<file path="src/rtl/serial_add_unit_if.sv">
// Request/result bundle for the bit-serial add/subtract engine.
// The master issues operations; the slave (serial_add_unit) returns results and flags.
interface serial_add_unit_if #(
  parameter int WIDTH = 32
);
  logic             start;
  logic             sub;
  logic [WIDTH-1:0] a;
  logic [WIDTH-1:0] b;
  logic             busy;
  logic             done;
  logic [WIDTH-1:0] sum;
  logic             cout;
  logic             overflow;
  logic             zero;

  modport master (
    output start, sub, a, b,
    input  busy, done, sum, cout, overflow, zero
  );

  modport slave (
    input  start, sub, a, b,
    output busy, done, sum, cout, overflow, zero
  );
endinterface

</file>
<file path="src/rtl/serial_add_unit.sv">
// Bit-serial add/subtract: one full adder plus a carry flop walks the operands LSB first,
// then commits sum, carry-out, signed overflow and zero in a single edge.
module full_adder (
  input  logic i_a,
  input  logic i_b,
  input  logic i_cin,
  output logic o_s,
  output logic o_cout
);
  assign o_s    = i_a ^ i_b ^ i_cin;
  assign o_cout = (i_a & i_b) | (i_cin & (i_a ^ i_b));
endmodule

module serial_add_unit #(
  parameter int WIDTH = 32
) (
  input  logic               clk,
  input  logic               rst_n,
  serial_add_unit_if.slave   bus
);
  localparam int CW = $clog2(WIDTH) + 1;

  localparam logic [1:0] S_IDLE = 2'd0;
  localparam logic [1:0] S_RUN  = 2'd1;
  localparam logic [1:0] S_DONE = 2'd2;

  logic [1:0]       r_state;
  logic [WIDTH-1:0] r_a;
  logic [WIDTH-1:0] r_b;
  // Only WIDTH-1 partial sum bits are kept; the final bit comes straight from the adder.
  logic [WIDTH-2:0] r_s;
  logic             r_carry;
  logic [CW-1:0]    r_count;
  logic [WIDTH-1:0] r_sum;
  logic             r_cout;
  logic             r_ovf;
  logic             r_zero;

  logic             w_s;
  logic             w_co;
  logic [WIDTH-1:0] w_sumNext;
  logic             w_last;

  full_adder u_fa (
    .i_a    (r_a[0]),
    .i_b    (r_b[0]),
    .i_cin  (r_carry),
    .o_s    (w_s),
    .o_cout (w_co)
  );

  assign w_sumNext = {w_s, r_s};
  assign w_last    = (r_count == CW'(WIDTH - 1));

  always_ff @(posedge clk or negedge rst_n) begin
    if (!rst_n) begin
      r_state <= S_IDLE;
      r_a     <= '0;
      r_b     <= '0;
      r_s     <= '0;
      r_carry <= 1'b0;
      r_count <= '0;
      r_sum   <= '0;
      r_cout  <= 1'b0;
      r_ovf   <= 1'b0;
      r_zero  <= 1'b0;
    end else begin
      case (r_state)
        S_IDLE, S_DONE: begin
          // Subtraction is a + ~b + 1, with the +1 injected as the initial carry.
          if (bus.start) begin
            r_a     <= bus.a;
            r_b     <= bus.sub ? ~bus.b : bus.b;
            r_carry <= bus.sub;
            r_count <= '0;
            r_state <= S_RUN;
          end else begin
            r_state <= S_IDLE;
          end
        end
        S_RUN: begin
          r_s     <= w_sumNext[WIDTH-1:1];
          r_a     <= {1'b0, r_a[WIDTH-1:1]};
          r_b     <= {1'b0, r_b[WIDTH-1:1]};
          r_carry <= w_co;
          r_count <= r_count + CW'(1);
          // On the last bit r_carry is the carry into the MSB, needed for signed overflow.
          if (w_last) begin
            r_sum   <= w_sumNext;
            r_cout  <= w_co;
            r_ovf   <= r_carry ^ w_co;
            r_zero  <= (w_sumNext == '0);
            r_state <= S_DONE;
          end
        end
        default: r_state <= S_IDLE;
      endcase
    end
  end

  assign bus.busy     = (r_state == S_RUN);
  assign bus.done     = (r_state == S_DONE);
  assign bus.sum      = r_sum;
  assign bus.cout     = r_cout;
  assign bus.overflow = r_ovf;
  assign bus.zero     = r_zero;
endmodule
</file>
<file path="src/flat_wrapper.sv">
// flat-port wrapper written by rule: the top's interface ports become plain ports
module serial_add_unit_flat 
#(
  parameter int WIDTH = 32
)
  (clk, rst_n, bus_start, bus_sub, bus_a, bus_b, bus_busy, bus_done, bus_sum, bus_cout, bus_overflow, bus_zero);
  serial_add_unit_if #(.WIDTH(WIDTH)) bus_i ();
  input  logic clk;
  input  logic rst_n;
  input wire logic [$bits(bus_i.start)-1:0] bus_start;
  input wire logic [$bits(bus_i.sub)-1:0] bus_sub;
  input wire logic [$bits(bus_i.a)-1:0] bus_a;
  input wire logic [$bits(bus_i.b)-1:0] bus_b;
  output wire logic [$bits(bus_i.busy)-1:0] bus_busy;
  output wire logic [$bits(bus_i.done)-1:0] bus_done;
  output wire logic [$bits(bus_i.sum)-1:0] bus_sum;
  output wire logic [$bits(bus_i.cout)-1:0] bus_cout;
  output wire logic [$bits(bus_i.overflow)-1:0] bus_overflow;
  output wire logic [$bits(bus_i.zero)-1:0] bus_zero;
  assign bus_i.start = bus_start;
  assign bus_i.sub = bus_sub;
  assign bus_i.a = bus_a;
  assign bus_i.b = bus_b;
  assign bus_busy = bus_i.busy;
  assign bus_done = bus_i.done;
  assign bus_sum = bus_i.sum;
  assign bus_cout = bus_i.cout;
  assign bus_overflow = bus_i.overflow;
  assign bus_zero = bus_i.zero;
  serial_add_unit #(.WIDTH(WIDTH)) u_core (.clk(clk), .rst_n(rst_n), .bus(bus_i));
endmodule
</file>
<file path="config.mk">
export PLATFORM = sky130hd
export DESIGN_NAME = serial_add_unit_flat
export DESIGN_NICKNAME = d
export VERILOG_FILES = /design/src/rtl/serial_add_unit_if.sv /design/src/rtl/serial_add_unit.sv /design/src/flat_wrapper.sv
export SDC_FILE = /design/constraint.sdc
export NUM_CORES = 1
export LEC_CHECK = 0
export ABC_CLOCK_PERIOD_IN_PS = 3070
export CORE_MARGIN = 1.5
export CORE_UTILIZATION = 44
export CTS_CLUSTER_SIZE = 24
export DETAILED_ROUTE_END_ITERATION = 7
export GPL_TIMING_DRIVEN = 0
export PLACE_DENSITY = 0.71
export SYNTH_ARGS = -nofsm -noshare
export SYNTH_HDL_FRONTEND = slang
export SYNTH_SLANG_ARGS = --single-unit
</file>
<file path="constraint.sdc">
create_clock -name clk -period 3.07 [get_ports clk]
set_clock_uncertainty 0.2 [all_clocks]
set_input_delay 0.307 -clock clk [delete_from_list [all_inputs] [get_ports clk]]
set_output_delay 0.307 -clock clk [all_outputs]
set_load 0.02 [all_outputs]
</file>
==> results of run 1 <==
worst paths after layout:
check / startpoint / end / slack (ps)
worst max-delay path: u_core.r_state[1]$_DFFE_PN0P_ / bus_busy / 230
worst min-delay path: rst_n / u_core.bus.sum[21]$_DFFE_PN0P_ / 240
worst max register to register: u_core.r_state[0]$_DFFE_PN0P_ / u_core.r_b[28]$_DFFE_PN0P_ / 760
worst min register to register: u_core.r_a[14]$_DFFE_PN0P_ / u_core.r_a[14]$_DFFE_PN0P_ / 300
max in group asynchronous: rst_n / u_core.r_a[3]$_DFFE_PN0P_ / 1670
min in group clk: bus_sub / u_core.r_b[29]$_DFFE_PN0P_ / 250
Yosys cell counts:
master / number
xor2_1: 2
mux2_2: 7
nand2_1: 131
o41ai_1: 1
nand4_1: 4
a21oi_1: 2
buf_6: 4
buf_2: 5
xnor2_1: 31
ha_1: 1
nand2b_1: 2
clkbuf_1: 31
nand3_1: 33
a22o_1: 3
a22oi_1: 32
o21ai_0: 2
buf_1: 2
a221o_1: 31
nor3_1: 1
mux2_4: 28
and3_1: 1
mux2i_1: 3
dfrtp_1: 139
inv_1: 2
nor4_1: 8
o31ai_1: 1
or4_4: 1
nor2b_1: 2
nor2_1: 32
fa_1: 1
registers in the layout, summed over array words and instances, names as in the netlist:
signal and cells:
u_core.r_carry 1, u_core.r_b 32, u_core.r_a 32, u_core.bus.sum 32, u_core.bus.overflow 1, u_core.r_count 6, u_core.bus.cout 1, u_core.r_s 31
u_core.r_state 2, u_core.bus.zero 1
layer usage:
layer | part of all wire | routed length, um | track usage | vias to the layer above
met2 | 0.48 | 6250 | 0.308 | 124
li1 | - | - | - | 2136
met5 | 0 | 0 | 0 | -
met1 | 0.46 | 6060 | 0.262 | 2217
met4 | 0.011 | 139 | 0.0655 | 0
met3 | 0.049 | 642 | 0.0557 | 14
area by class of cell:
type	instances	share of cell area
sequential	139	0.439
multi-input combinational	360	0.298
timing repair buffer	105	0.135
clock buffer	24	0.0608
tap	176	0.0278
buffer	41	0.0241
clock inverter	8	0.0145
inverter	2	0.000947
worst max-delay path, cell delays in order, from the launching register on:
cell and delay [ps]:
dfrtp_1 370, nand2b_1 130, buf_2 170, inv_1 300
clkbuf_2 290, clkdlybuf4s50_1 650
power breakdown:
part | internal, mW | total [mW] | leakage, nW | switching (mW)
Combinational | 0.937 | 1.83 | 1.65 | 0.889
Clock | 1.33 | 2.06 | 0.298 | 0.729
Sequential | 2.52 | 3.04 | 1.75 | 0.517
per-stage QoR:
step | TNS (ps) | hold WS [ps] | instances | power (mW)
final | 0 | 237 | 855 | 6.93
after global routing | 0 | 266 | 855 | 7.36
after CTS | 0 | 239 | 855 | 6.98
after detailed placement | 0 | 113 | 823 | 4.89
after global placement | -517510 | 281 | 822 | 4.77
after floorplan | 0 | -189 | 543 | 4.17
logic make-up after synthesis:
logic type,share of synthesized area
adder cells (fa/ha/maj),0.00538
XOR/XNOR,0.0478
AO/OA/AOI/OAI,0.101
flip-flops,0.576
multiplexers,0.0876
buffers and inverters,0.0333
AND/OR/NAND/NOR,0.149
what timing repair did:
item	4_1_cts	5_1_grt
hold buffers	1	0
gates resized for setup	0	2
hold endpoints to repair	60	0
endpoints found under the setup margin	1	1
==> impl_metrics.toml, run 1 <==
[finish]
final_cell_mix = "139 x dfrtp_1, 131 x nand2_1, 102 x clkdlybuf4s50_1"
multi_input_area_um2 = 2360
nFillCells = 1154
n_antenna_cell = 0
layout-drive-gt1-share = 0.112
stdcell_area_um2 = 7930
nets = 736
final_common_cell = "dfrtp_1"
regArea_um2 = 3480
area_growth_pct = 31.2
utilization = 0.594

[clock_network]
post-cts-setup-buffer-count = 0
cts_buffer_depth = 2
htreeDepth = 4
clk_pin_slew_ps = 50
cts_tree = "built"
cts_buffers = 17
insertion_delay_ps = 420
clock_sinks = 139
ctsRootBufferMaster = "clkbuf_16"

[logic_synthesis]
synth_nets = 613
synth-warning-count = 0
yosysSeqAreaShare = 0.576
yosys.area.top_type_share = 0.576
synth_cell_types = 30
synthesis.area_um2 = 6040
synth_top_cells_by_area = "dfrtp_1 58%, nand2_1 8.1%, mux2_4 7.0%"
ys_ff_latch = 139
synthCells = 543
synth_top_cell_by_area = "dfrtp_1"
syn_avg_cell_area_um2 = 11.1

[critical_path]
crit_fanout = 11
reg2regPathDepth = 6
critPathCaptureType = "output port"
required_ps = 2560
arrival_ps = 2330
startpoint_type = "flop"
criticalPathCategory = "reg -> out"

[routing]
via_count = 4491
wl_per_cell_um = 15.3
routed_via_density = 5.25
wl_um = 13100
drc = 0
drtIter0Drc = 334
dr.pass1.iters = 4
ant_nets = 0

[timing]
hold_viol = 0
finalSetupViolCount = 0
tightestPinTransition_ps = 552
period_share = 0.925
setup_slack_ps = 230
slew-limit-headroom = 0.632
fmax_mhz = 352
rsz0062_at_grt = "false"
fin_crit_ps = 2840
drv_slew = 0

[place]
port_buffers = 103
gp_congestion = 0.806
dp_hpwl_um = 9170
dp_slack_ps = 311
placed_area_um2 = 7320

[global_routing]
antenna_found_initial = 0
grt_usage = 0.196
grt_pass1_vias = 4531
grt_pass1_wl_um = 22200
grt_max_degree = 80
overflow = 0

[power]
p_leak_nw = 3.69
peakVddDrop_uv = 398
power_density_nw_per_um2 = 874

[floorplan]
fp.dieH_um = 120
initial_core_util = 0.453
io_pins = 105
die_w_um = 120
std_cell_rows = 42
coreArea_um2 = 13300
die_area_um2 = 14400

[run_status]
status = "finished, final reports clean"

[worst_hold_path]
min_path_type = "in -> async"

[job]
cap_violations = 0
Note: power is estimated with default switching activity, not from simulation.
==> run 2, diff against run 1 <==
--- a/config.mk
+++ b/config.mk
@@ -12,6 +12,7 @@
 export DETAILED_ROUTE_END_ITERATION = 7
 export GPL_TIMING_DRIVEN = 0
 export PLACE_DENSITY = 0.71
+export RECOVER_POWER = 100
 export SYNTH_ARGS = -nofsm -noshare
 export SYNTH_HDL_FRONTEND = slang
 export SYNTH_SLANG_ARGS = --single-unit
==> run 2 against run 1 <==
  * Setup slack gained 1.7 ps
  * Core utilization shrank 1.0 points
  * Combinational power decreased by 5%
  * Sequential share of layout area increased by 0.76 points
  * Sequential cell count is the same
  * Largest power group unchanged
  * Highest routed layer unchanged
==> impl_metrics.toml, run 2 (synthesized netlist as in run 1, its figures left out) <==
[job]
cap_violations = 0

[critical_path]
r2r_slack_ps = 530
arrival_ps = 2330
startpoint_type = "flop"
r2r_start = "u_core.r_state[1]$_DFFE_PN0P_"
reg2regPathDepth = 6
crit_fanout = 11
critPathCaptureType = "output port"
reg2reg_to = "u_core.bus.sum[19]$_DFFE_PN0P_"
required_ps = 2560
cp-startpoint = "u_core.r_state[1]$_DFFE_PN0P_"
criticalPathCategory = "reg -> out"

[clock_network]
cts_tree = "built"
cts_buffer_depth = 2
htreeDepth = 4
ctsRootBufferMaster = "clkbuf_16"
post-cts-setup-buffer-count = 0
clk_pin_slew_ps = 60
insertion_delay_ps = 420
clock_sinks = 139
cts_buffers = 17

[global_routing]
grt_pass1_vias = 4531
antenna_found_initial = 0
grt_usage = 0.196
overflow = 0
grt_max_degree = 80
grt_pass1_wl_um = 22200

[routing]
via_count = 4482
wl_per_cell_um = 15.3
ant_nets = 0
wl_um = 13100
drc = 0
routed_via_density = 5.24
drtIter0Drc = 346
dr.pass1.iters = 5

[timing]
fmax_mhz = 352
rsz0062_at_grt = "false"
finalSetupViolCount = 0
drv_slew = 0
tightestPinTransition_ps = 1480
slew-limit-headroom = 0.0102
fin_crit_ps = 2840
period_share = 0.924
hold_viol = 0

[worst_hold_path]
hp-start = "bus_sub"
min_path_type = "in -> reg"
whs_endpoint = "u_core.r_b[29]$_DFFE_PN0P_"
whs_path_depth = 4

[place]
placed_area_um2 = 7320
dp_hpwl_um = 9170
gp_congestion = 0.806
port_buffers = 103

[floorplan]
die_area_um2 = 14400
std_cell_rows = 42
fp.dieH_um = 120
io_pins = 105
die_w_um = 120
coreArea_um2 = 13300
initial_core_util = 0.453

[finish]
layout-drive-gt1-share = 0.0663
final_common_cell = "dfrtp_1"
n_antenna_cell = 0
regArea_um2 = 3480
final_cell_mix = "139 x dfrtp_1, 131 x nand2_1, 66 x clkdlybuf4s50_1"
nets = 736
area_growth_pct = 28.9
utilization = 0.584
nFillCells = 1194
multi_input_area_um2 = 2270
stdcell_area_um2 = 7790

[power]
p_leak_nw = 3.60
power_density_nw_per_um2 = 875
peakVddDrop_uv = 396

[run_status]
status = "finished, final reports clean"
run 2: cell types whose count changed in the layout (fill, tap and decap cells not counted), sizes merged:
cell / previous run / this run
clkbuf: 54 / 62
buf: 13 / 5
dlygate4sd3: 1 / 37
clkdlybuf4s50: 102 / 66
run 2: cell type report:
class / instances / share of cell area
buffer: 41 / 0.0206
timing repair buffer: 105 / 0.136
sequential: 139 / 0.446
inverter: 2 / 0.000963
clock buffer: 24 / 0.0618
clock inverter: 8 / 0.0148
tap: 176 / 0.0283
multi-input combinational: 360 / 0.291
run 2: worst max-delay path by stage:
stage / to / cells past startpoint
after floorplan: u_core.bus.sum[10]$_DFFE_PN0P_ / 6
after global placement: u_core.r_a[18]$_DFFE_PN0P_ / 1
after detailed placement: bus_busy / 6
after CTS: bus_busy / 5
after global routing: bus_busy / 5
final: bus_busy / 5
run 2: power by group:
| group | total, mW | internal (mW) | switching (mW) | leakage (nW) |
|---|---|---|---|---|
| Clock | 2.07 | 1.33 | 0.730 | 0.298 |
| Combinational | 1.73 | 0.841 | 0.888 | 1.56 |
| Sequential | 3.02 | 2.52 | 0.504 | 1.75 |
run 2: stage by stage:
stage	power [mW]	setup TNS, ps	hold slack [ps]	instances	setup WS [ps]
final	6.82	0	242	855	232
after CTS	6.98	0	239	855	22.3
after global placement	4.77	-517510	281	822	-3740
after floorplan	4.17	0	-189	543	1050
after global routing	7.25	0	266	855	58.3
after detailed placement	4.89	0	113	823	311
run 2: worst max-delay path: stages, from the launching register on:
cell and delay, ps:
dfrtp_1 370, nand2b_1 140, buf_2 170, inv_1 300, clkbuf_2 290, clkdlybuf4s50_1 650
run 2: routing by layer:
| metal | GRT usage | routed length [um] |
|---|---|---|
| met1 | 0.262 | 6090 |
| met2 | 0.308 | 6200 |
| met3 | 0.0557 | 673 |
| met4 | 0.0655 | 140 |
| met5 | 0 | 0 |
run 2: timing repair:
item	CTS	global route
hold buffers	1	0
hold endpoints to repair	60	0
pin swaps	0	0
gates resized for setup	0	2
setup endpoints to repair	1	1
